File: src/rtl/coin_acceptor_if.sv
// coin_acceptor_if: raw coin-sensor levels in, clean coin pulses and status out
interface coin_acceptor_if;
  logic       raw_1;
  logic       raw_2;
  logic       coin_1;
  logic       coin_2;
  logic       reject;
  logic       busy;
  logic [7:0] credit_total;
  modport master (output raw_1, raw_2, input coin_1, coin_2, reject, busy, credit_total);
  modport slave  (input raw_1, raw_2, output coin_1, coin_2, reject, busy, credit_total);
endinterface

File: src/rtl/coin_acceptor.sv
// coin_acceptor: debounced coin detection, event FIFO and spaced coin pulses; COIN_TALLY_EN adds a saturating credit counter
module coin_acceptor #(
  parameter int DEBOUNCE_CYCLES = 4,
  parameter int FIFO_DEPTH      = 4,
  parameter int GAP_CYCLES      = 2
) (
  input logic            clk,
  input logic            rst_n,
  coin_acceptor_if.slave io
);
  localparam int AW = $clog2(FIFO_DEPTH);
  localparam int CW = AW + 1;
  localparam int DW = $clog2(DEBOUNCE_CYCLES + 1);
  localparam int GW = $clog2(GAP_CYCLES + 2);
  logic [1:0]           s0, s1, st, st_d, ev;
  logic [1:0][DW-1:0]   dcnt;
  logic [FIFO_DEPTH-1:0] mem;
  logic [AW-1:0]        wp, rp;
  logic [CW-1:0]        cnt, room;
  logic [GW-1:0]        gap;
  logic                 pop, push1, push2, rej;
  logic                 coin_1_q, coin_2_q, reject_q;
  // sync, debounce and keep a delayed copy of the stable level for rise detection
  always_ff @(posedge clk or negedge rst_n)
    if (!rst_n) begin
      s0   <= '0;
      s1   <= '0;
      st   <= '0;
      st_d <= '0;
      dcnt <= '0;
    end else begin
      s0   <= {io.raw_2, io.raw_1};
      s1   <= s0;
      st_d <= st;
      for (int i = 0; i < 2; i++)
        if (s1[i] == st[i]) dcnt[i] <= '0;
        else if (dcnt[i] == DW'(DEBOUNCE_CYCLES - 1)) begin
          st[i]   <= s1[i];
          dcnt[i] <= '0;
        end else dcnt[i] <= dcnt[i] + DW'(1);
    end
  // room counts a same-cycle pop; the 1-rupee coin claims space first
  always_comb begin
    ev    = st & ~st_d;
    pop   = (cnt != '0) && (gap == '0);
    room  = CW'(FIFO_DEPTH) - (cnt - CW'(pop));
    push1 = ev[0] && (room != '0);
    push2 = ev[1] && (room > CW'(push1));
    rej   = (ev[0] && !push1) || (ev[1] && !push2);
  end
  // FIFO bookkeeping, registered pulses and post-pulse gap counter
  always_ff @(posedge clk or negedge rst_n)
    if (!rst_n) begin
      mem      <= '0;
      wp       <= '0;
      rp       <= '0;
      cnt      <= '0;
      gap      <= '0;
      coin_1_q <= 1'b0;
      coin_2_q <= 1'b0;
      reject_q <= 1'b0;
    end else begin
      if (push1) mem[wp] <= 1'b0;
      if (push2) mem[push1 ? wp + AW'(1) : wp] <= 1'b1;
      wp       <= wp + AW'(push1) + AW'(push2);
      rp       <= pop ? rp + AW'(1) : rp;
      cnt      <= cnt - CW'(pop) + CW'(push1) + CW'(push2);
      gap      <= pop ? GW'(GAP_CYCLES) : (gap != '0 ? gap - GW'(1) : gap);
      coin_1_q <= pop && !mem[rp];
      coin_2_q <= pop && mem[rp];
      reject_q <= rej;
    end
  assign io.coin_1 = coin_1_q;
  assign io.coin_2 = coin_2_q;
  assign io.reject = reject_q;
  assign io.busy   = (cnt != '0) || (gap != '0) || (dcnt != '0);
`ifdef COIN_TALLY_EN
  logic [7:0] credit;
  // saturating credit from emitted pulses only
  always_ff @(posedge clk or negedge rst_n)
    if (!rst_n) credit <= '0;
    else if (coin_1_q) credit <= credit == 8'd255 ? 8'd255 : credit + 8'd1;
    else if (coin_2_q) credit <= credit >= 8'd254 ? 8'd255 : credit + 8'd2;
  assign io.credit_total = credit;
`else
  assign io.credit_total = 8'd0;
`endif
endmodule
File: src/flat_wrapper.sv
// flat-port wrapper written by rule: the top's interface ports become plain ports
module coin_acceptor_flat 
#(
  parameter int DEBOUNCE_CYCLES = 4,
  parameter int FIFO_DEPTH      = 4,
  parameter int GAP_CYCLES      = 2
)
  (clk, rst_n, io_raw_1, io_raw_2, io_coin_1, io_coin_2, io_reject, io_busy, io_credit_total);
  coin_acceptor_if io_i ();
  input logic clk;
  input logic rst_n;
  input wire logic [$bits(io_i.raw_1)-1:0] io_raw_1;
  input wire logic [$bits(io_i.raw_2)-1:0] io_raw_2;
  output wire logic [$bits(io_i.coin_1)-1:0] io_coin_1;
  output wire logic [$bits(io_i.coin_2)-1:0] io_coin_2;
  output wire logic [$bits(io_i.reject)-1:0] io_reject;
  output wire logic [$bits(io_i.busy)-1:0] io_busy;
  output wire logic [$bits(io_i.credit_total)-1:0] io_credit_total;
  assign io_i.raw_1 = io_raw_1;
  assign io_i.raw_2 = io_raw_2;
  assign io_coin_1 = io_i.coin_1;
  assign io_coin_2 = io_i.coin_2;
  assign io_reject = io_i.reject;
  assign io_busy = io_i.busy;
  assign io_credit_total = io_i.credit_total;
  coin_acceptor #(.DEBOUNCE_CYCLES(DEBOUNCE_CYCLES), .FIFO_DEPTH(FIFO_DEPTH), .GAP_CYCLES(GAP_CYCLES)) u_core (.clk(clk), .rst_n(rst_n), .io(io_i));
endmodule
File: config.mk
export PLATFORM = sky130hd
export DESIGN_NAME = coin_acceptor_flat
export DESIGN_NICKNAME = d
export VERILOG_FILES = /design/src/rtl/coin_acceptor_if.sv /design/src/rtl/coin_acceptor.sv /design/src/flat_wrapper.sv
export SDC_FILE = /design/constraint.sdc
export NUM_CORES = 1
export LEC_CHECK = 0
export CAP_MARGIN = 20
export CORE_ASPECT_RATIO = 1.4
export CORE_MARGIN = 8
export CORE_UTILIZATION = 50
export CTS_BUF_LIST = sky130_fd_sc_hd__clkbuf_8
export CTS_CLUSTER_SIZE = 25
export DETAILED_ROUTE_END_ITERATION = 10
export PLACE_DENSITY = 0.72
export SYNTH_ARGS = -nofsm -noshare
export SYNTH_HDL_FRONTEND = slang
export SYNTH_SLANG_ARGS = --single-unit
File: constraint.sdc
create_clock -name clk -period 9 [get_ports clk]
set_clock_uncertainty 0.1 [all_clocks]
set_input_delay 1.8 -clock clk [delete_from_list [all_inputs] [get_ports clk]]
set_output_delay 1.8 -clock clk [all_outputs]
set_load 0.005 [all_outputs]
# Word level (Yosys, flattened, before mapping)
# Index checks and enable logic that the tools add are counted.
# classes
n_lt_le_gt_ge	6
n_bitwise	7
n_mux	15
n_addsub	11
eq_ne	4
reduce_logical	23
# ops
cell	count
$mux 3	4
$logic_and 1x1->1	9
$lt 2x3->1 const B	3
$mux 4	2
$add 3x1->3	2
$add 3x1->3 const B	2
$eq 3x2->1 const B	2
$mux 2	3
$reduce_bool 3->1	2
$reduce_bool 6->1	1
$add 2x1->2	2
$add 2x1->2 const B	2
$and 4x4->4	1
$demux 1 s2	2
$ge 2x1->1 const B	2
$not 4->4	1
$or 4x4->4	1
$reduce_and 2->1	2
$reduce_bool 2->1	2
$gt 3x1->1	1
$logic_not 1->1	3
$logic_or 1x1->1	3
$mux 1	3
$sub 3x1->3	1
other kinds (8)	10
# word_totals
regBits	30
wordCells	81

# Longest topological paths before layout
# Gate-level depths: netlist of run 1.
# logic_depth
ltp_word	13
ltp_mapped	16

# Least setup slack after synthesis of run 1
# OpenSTA, ideal clock, no wires.
# synth_path
path_kind	register -> register
from	reg u_core.cnt[2]
to	reg u_core.cnt[2]
t_required_ns	8.777
slack_ns	5.784
arrival_ns	2.994
setup_ns	0.123
path_buffers	1
path_stages_with_launch	16
path_cell_list	dfrtp_1 -> nor3_1 -> nand2b_1 -> inv_1 -> ha_1 -> ha_1 -> ha_1 -> xnor3_2 -> a21o_1 -> buf_6 -> nand2_1 -> a21oi_1 -> ha_1 -> a21o_1 -> ha_1 -> xnor2_1
# synth_between
elab_chain_cells	9
elab_cells_between_ends	10
cone_classes	add/sub (4); order compare (1); reduce/logical (5)
# synth_lines
item	line	text
from (decl)	coin_acceptor.sv:19	logic [CW-1:0] cnt, room;
from (signal assigned)	coin_acceptor.sv:67	cnt <= cnt - CW'(pop) + CW'(push1) + CW'(push2);
$reduce_bool 3->1 (*)	coin_acceptor.sv:45	pop = (cnt != '0) && (gap == '0);
$logic_and 1x1->1 (*)	coin_acceptor.sv:45	
net u_core.pop	coin_acceptor.sv:21	logic pop, push1, push2, rej;
$sub 3x1->3 (*)	coin_acceptor.sv:46, coin_acceptor.sv:67	
$sub 3x3->3	coin_acceptor.sv:46	room = CW'(FIFO_DEPTH) - (cnt - CW'(pop));
$reduce_bool 3->1	coin_acceptor.sv:47	push1 = ev[0] && (room != '0);
$logic_and 1x1->1	coin_acceptor.sv:47	
$gt 3x1->1	coin_acceptor.sv:48	push2 = ev[1] && (room > CW'(push1));
$logic_and 1x1->1	coin_acceptor.sv:48	
$add 3x1->3 (*)	coin_acceptor.sv:67	
# Mark *: on every way through the listed nets, which the timed path passes. The rest lies on a longest branch.
# A chain may end at the register's enable or synchronous reset.

# Worst setup path after layout of run 1
# layout_path
from	reg u_core.gap[0]
to	out io_busy
# layout_between
elab_chain_cells	3
# layout_lines
item	line	text
from (decl)	coin_acceptor.sv:20	logic [GW-1:0] gap;
from (signal assigned)	coin_acceptor.sv:68	gap <= pop ? GW'(GAP_CYCLES) : (gap != '0 ? gap - GW'(1) : gap);
$reduce_bool 2->1	coin_acceptor.sv:76	assign io.busy = (cnt != '0) || (gap != '0) || (dcnt != '0);
$logic_or 1x1->1 (2 in a row)	coin_acceptor.sv:76	
to (decl)	flat_wrapper.sv:17	output wire logic [$bits(io_i.busy)-1:0] io_busy;
# No other way between the ends.

==> impl_metrics.toml, run 1 <==
[synth]
synth-seq-cells = 30
synth_compound_area_frac = 0.0861
synthAdderAreaFrac = 0.120
seq_area_frac_synth = 0.478
synth_top_family_by_area = "adder cells"
synth.distinct_cells = 31
synth_area_leaders = "dfrtp_1, ha_1, xnor2_1, buf_4, inv_1"
synth-simple-area-share = 0.0916
ys.flop_type = "dfrtp_1"
syn-instance-count = 132
async_flop_share = 1.00
yosys.area.top_type = "dfrtp_1"
synthMuxAreaShare = 0.0494
synth_edf_count = 0
synth_xor_area_frac = 0.0940
synth_area_sq_um = 1570
synth_warnings = 0
syn_area_per_cell_sq_um = 11.9
synth_top_cell_area_share = 0.478

[cells_and_area]
layout-drive-gt1-share = 0.130
area_growth_pct = 14.3
fill_cells = 265
final_common_cell = "dfrtp_1"
final_cell_mix = "dfrtp_1, ha_1, inv_1, xnor2_1, conb_1"
nets = 164
antenna_cells = 0
finalNonFillerCells = 185

[sta]
setup_violations = 0
slew_violations = 0
fin_crit_ns = 3.61
grt_setup_unrepaired = "no"
finalWorstSetupSlack_ns = 5.39
setup_tns_ns = 0
hold_viol_final = 0
post-route-period-util = 0.401
max_freq_mhz = 277

[worst_setup_path]
cp-start-kind = "flip-flop"
r2r.worst_path.cells = 14
crit_arrival_ns = 1.71
reg2reg_to = "u_core.cnt[2]"
path_class = "reg2out"
path_max_fanout = 4
crit_end = "io_busy"
r2r_slack_ns = 5.43
critical_path.endpoint_type = "output pin"
required_ns = 7.10
crit_path_start = "u_core.gap[0]"
r2r-start = "u_core.cnt[2]"

[drt]
route.antenna.remaining_nets = 0
vias_per_cell = 4.86
drt-initial-drc-count = 19
wire_per_inst_um = 13.4
drc = 0
dr.pass1.iters = 4
num_vias = 899
totalWireLength_um = 2470

[grt]
grt_usage = 0.104
grt_max_degree = 31
antenna_found_initial = 0
grt_pass1_vias = 977
grt_pass1_wl_um = 4170
grt_overflow = 0

[clock_tree]
clk_latency_ns = 0.28
htree_levels = 2
cts_buffer_depth = 2
path_clk_slew_ns = 0.06
cts_buffers = 5
cts_setup_buffers = 0
ctsHoldBuffers = 0
root_buffer = "clkbuf_8"
cts_tree = "built"
clkSinkCount = 30
post_cts_resized = 0

[die]
dieHeight_um = 82.3
rows = 24
core_area_sq_um = 3060
start_util = 0.513
ioPinCount = 16
die_width_um = 63.4
dieArea_sq_um = 5210

[hold_path]
hp-class = "reg2reg"

[place]
gp_congestion = 0.843
pre_cts_ws_ns = 5.43
io_buffers = 7
dp.cells = 177
dp_hpwl_um = 1900

[job]
maxCapViolations = 0

[outcome]
outcome = "completed"
-- routing by layer --
metal  vias to the layer above  track usage  wire, um
met5                         -            0         0
met2                        14        0.192      1340
li1                        450            -         -
met3                         8       0.0297        97
met4                         0       0.0761        89
met1                       427       0.0963       947
-- worst max-delay path: stages (launching register included) --
cell	delay (ns)
dfrtp_1	0.37
inv_1	0.06
ha_1	0.23
and2_1	0.19
nand3_1	0.09
clkdlybuf4s50_1	0.50
-- cell families after synthesis --
group	count (synthesis)
buffers and inverters	23
adders and majority gates	15
AOI/OAI and AO/OA	19
and+or+nand+nor	26
muxes	5
DFF	30
xor gates and xnor gates	13
other	1
-- synth_stat cells, types with 3 or more instances --
cell	instances
nor3_1	3
o21ai_0	6
xnor2_1	11
a21oi_1	3
nor3b_1	4
buf_4	8
inv_1	14
nor2b_1	3
dfrtp_1	30
ha_1	15
nand2_1	6
o31ai_1	3
-- how the worst min path moves through the flow --
| stage | startpoint | end | slack (ns) | cells past startpoint |
|---|---|---|---|---|
| floorplan | u_core.s0[0] | u_core.s1[0] | 0.23 | 0 |
| global placement | u_core.s0[0] | u_core.s1[0] | 0.24 | 0 |
| detailed placement | u_core.s0[0] | u_core.s1[0] | 0.24 | 0 |
| CTS | u_core.s0[0] | u_core.s1[0] | 0.25 | 0 |
| global route | u_core.s0[0] | u_core.s1[0] | 0.27 | 0 |
| finish | u_core.s0[0] | u_core.s1[0] | 0.25 | 0 |
-- metrics by stage --
step,hold WS (ns),area [sq um],utilization
2_1_floorplan,0.231,1600,-
3_3_place_gp,0.236,1650,0.539
3_5_place_dp,0.236,1650,0.539
4_1_cts,0.251,1790,0.586
5_1_grt,0.272,1790,0.586
6_report,0.247,1790,0.586
-- registers in the layout, summed over array words and instances (netlist names), 2 cells and up --
register / cells
u_core.cnt: 3
u_core.dcnt: 6
u_core.gap: 2
u_core.mem: 4
u_core.rp: 2
u_core.s0: 2
u_core.s1: 2
u_core.st: 2
u_core.st_d: 2
u_core.wp: 2
-- cell type report --
cell class	instances	area (sq um)	share of cell area
clock inverter	2	60.1	0.0335
tap	39	48.8	0.0272
multi-input combinational	86	722	0.402
clock buffer	6	82.6	0.0460
inverter	14	52.6	0.0293
timing repair buffer	8	77.6	0.0432
sequential	30	751	0.418
Power of run 1 is not shown: default switching activity piles up to over one toggle a cycle in this logic, so the estimate is an artifact.
==> run 2, diff against run 1 <==
Settings changed: PLACE_DENSITY 0.72 to 0.74.
Clock period 9 ns to 2.95 ns, I/O delays scaled along.
==> impl_metrics.toml, run 2 (synthesized netlist as in run 1, its figures left out) <==
[clock_tree]
clkSinkCount = 30
ctsHoldBuffers = 0
clk_latency_ns = 0.27
cts_tree = "built"
cts_buffer_depth = 2
root_buffer = "clkbuf_8"
htree_levels = 2
path_clk_slew_ns = 0.06
cts_buffers = 5

[cells_and_area]
finalNonFillerCells = 193
largest_reg_flops = 6
reg_top3 = "u_core.dcnt x6, u_core.mem x4, u_core.cnt x3"
nets = 172
fill_cells = 248
area_growth_pct = 23.6
final_cell_mix = "dfrtp_1, inv_1, xnor2_1, ha_1, buf_4"
layout-drive-gt1-share = 0.253
final_common_cell = "dfrtp_1"
antenna_cells = 0
fin_area_sq_um = 1940
regMostFlops = "u_core.dcnt"

[drt]
num_vias = 993
met1Wirelength_um = 1100
totalWireLength_um = 2850
dr.pass1.iters = 4
drc = 0
routed.top_layer = "met4"
dr_wl_met3_um = 100
vias_per_cell = 5.15
met2_length_um = 1610
drt-initial-drc-count = 31
wire_per_inst_um = 14.7
route.antenna.remaining_nets = 0

[worst_setup_path]
critical_path_buf_inv_count = 1
path_class = "reg2reg"
crit_family = "adder cells"
reg2reg_to = "u_core.cnt[2]"
crit_arrival_ns = 3.03
r2r-start = "u_core.cnt[1]"
crit_top_cell = "ha_4"
crit_chain = "nor3_2 -> nand2b_4 -> inv_4 -> ha_4 -> ha_4 -> ha_4 -> xor3_4 -> nor2_2 -> a21oi_4 -> ha_4 -> a21o_1 -> ha_2 -> xnor2_1"
path_max_fanout = 3
crit_path_start = "u_core.cnt[1]"
crit_slowest_cell = "dfrtp_1"
slowest_delay_ns = 0.38
required_ns = 3.04
critical_path.endpoint_type = "flip-flop"
r2r.worst_path.cells = 13
r2r_slack_ns = 0.02
cp-start-kind = "flip-flop"

[grt]
grt_pass1_wl_um = 4840
grt_overflow = 0
grt_pass1_vias = 1092
grt_max_degree = 31
grt_usage = 0.118
antenna_found_initial = 0

[die]
dieArea_sq_um = 5210
rows = 24
core_area_sq_um = 3060
ioPinCount = 16
dieHeight_um = 82.3
start_util = 0.513
die_width_um = 63.4

[sta]
setup_violations = 0
fin_crit_ns = 2.93
grt_setup_unrepaired = "yes"
hold_viol_final = 0
max_freq_mhz = 341
post-route-period-util = 0.994
slew_violations = 0

[hold_path]
hold_depth = 0
holdPathEnd = "u_core.s1[1]"
hp-class = "reg2reg"
hp-start = "u_core.s0[1]"

[place]
dp.cells = 182
gp_congestion = 0.905
post_dp_cell_area_sq_um = 1750
io_buffers = 7
dp_hpwl_um = 2140

[job]
maxCapViolations = 0

[outcome]
outcome = "completed"
run 2: changes by cell type in the layout (fill, tap and decap cells not counted), sizes merged:
| cell | previous run | this run |
|---|---|---|
| buf | 1 | 9 |
run 2: metal layers:
| metal | up-vias | GRT usage |
|---|---|---|
| met2 | 15 | 0.220 |
| met1 | 504 | 0.116 |
| met5 | - | 0 |
| met3 | 6 | 0.0378 |
| met4 | 0 | 0.0649 |
| li1 | 468 | - |
run 2: worst max path at each step:
stage,end,slack (ns),cells after the start
after CTS,u_core.cnt[2],0.02,14
after global routing,u_core.cnt[2],-0.09,14
after detailed placement,u_core.cnt[2],-0.08,13
after global placement,u_core.cnt[2],0.009,13
final,u_core.cnt[2],0.02,13
after floorplan,u_core.cnt[2],-0.11,15
run 2: layout make-up:
cell class,instances,area (sq um),share of cell area
well taps,39,48.8,0.0251
multi-input cells,86,806,0.415
clock inverters,2,60.1,0.0309
flip-flops and latches,30,751,0.387
repair buffers,16,138,0.0709
clock buffers,6,82.6,0.0426
inverters,14,55.1,0.0284
run 2: worst register-to-register path, delay by kind of cell, from the launching register on:
family | cells | cell delay, ns
AO/OA/AOI/OAI | 2 | 0.29
flip-flops | 1 | 0.38
AND/OR/NAND/NOR | 3 | 0.58
adder cells (fa/ha/maj) | 5 | 0.95
XOR/XNOR | 2 | 0.51
buffers and inverters | 1 | 0.04
run 2: repair_timing:
item / in CTS / in global routing
endpoints found under the setup margin: 2 / 2
resized for setup: 3 / 1
setup buffers: 1 / 2
pin swaps: 3 / 1
run 2: through the flow:
step	worst slack [ns]	util	TNS (ns)	hold slack, ns
3_3_place_gp	0.00858	0.571	0	0.235
5_1_grt	-0.0933	0.634	-0.118	0.259
6_report	0.0185	0.634	0	0.250
2_1_floorplan	-0.112	-	-0.191	0.194
4_1_cts	0.0160	0.628	0	0.252
3_5_place_dp	-0.0797	0.571	-0.121	0.237
Power of run 2 is left out for the same reason.
==> run 3, diff against run 2 <==
Settings changed: ABC_CLOCK_PERIOD_IN_PS from default to 2950.
==> results of run 3 <==
No change in the layout: final DEF, timing and power equal those of run 2.
Power of run 3 is left out for the same reason.
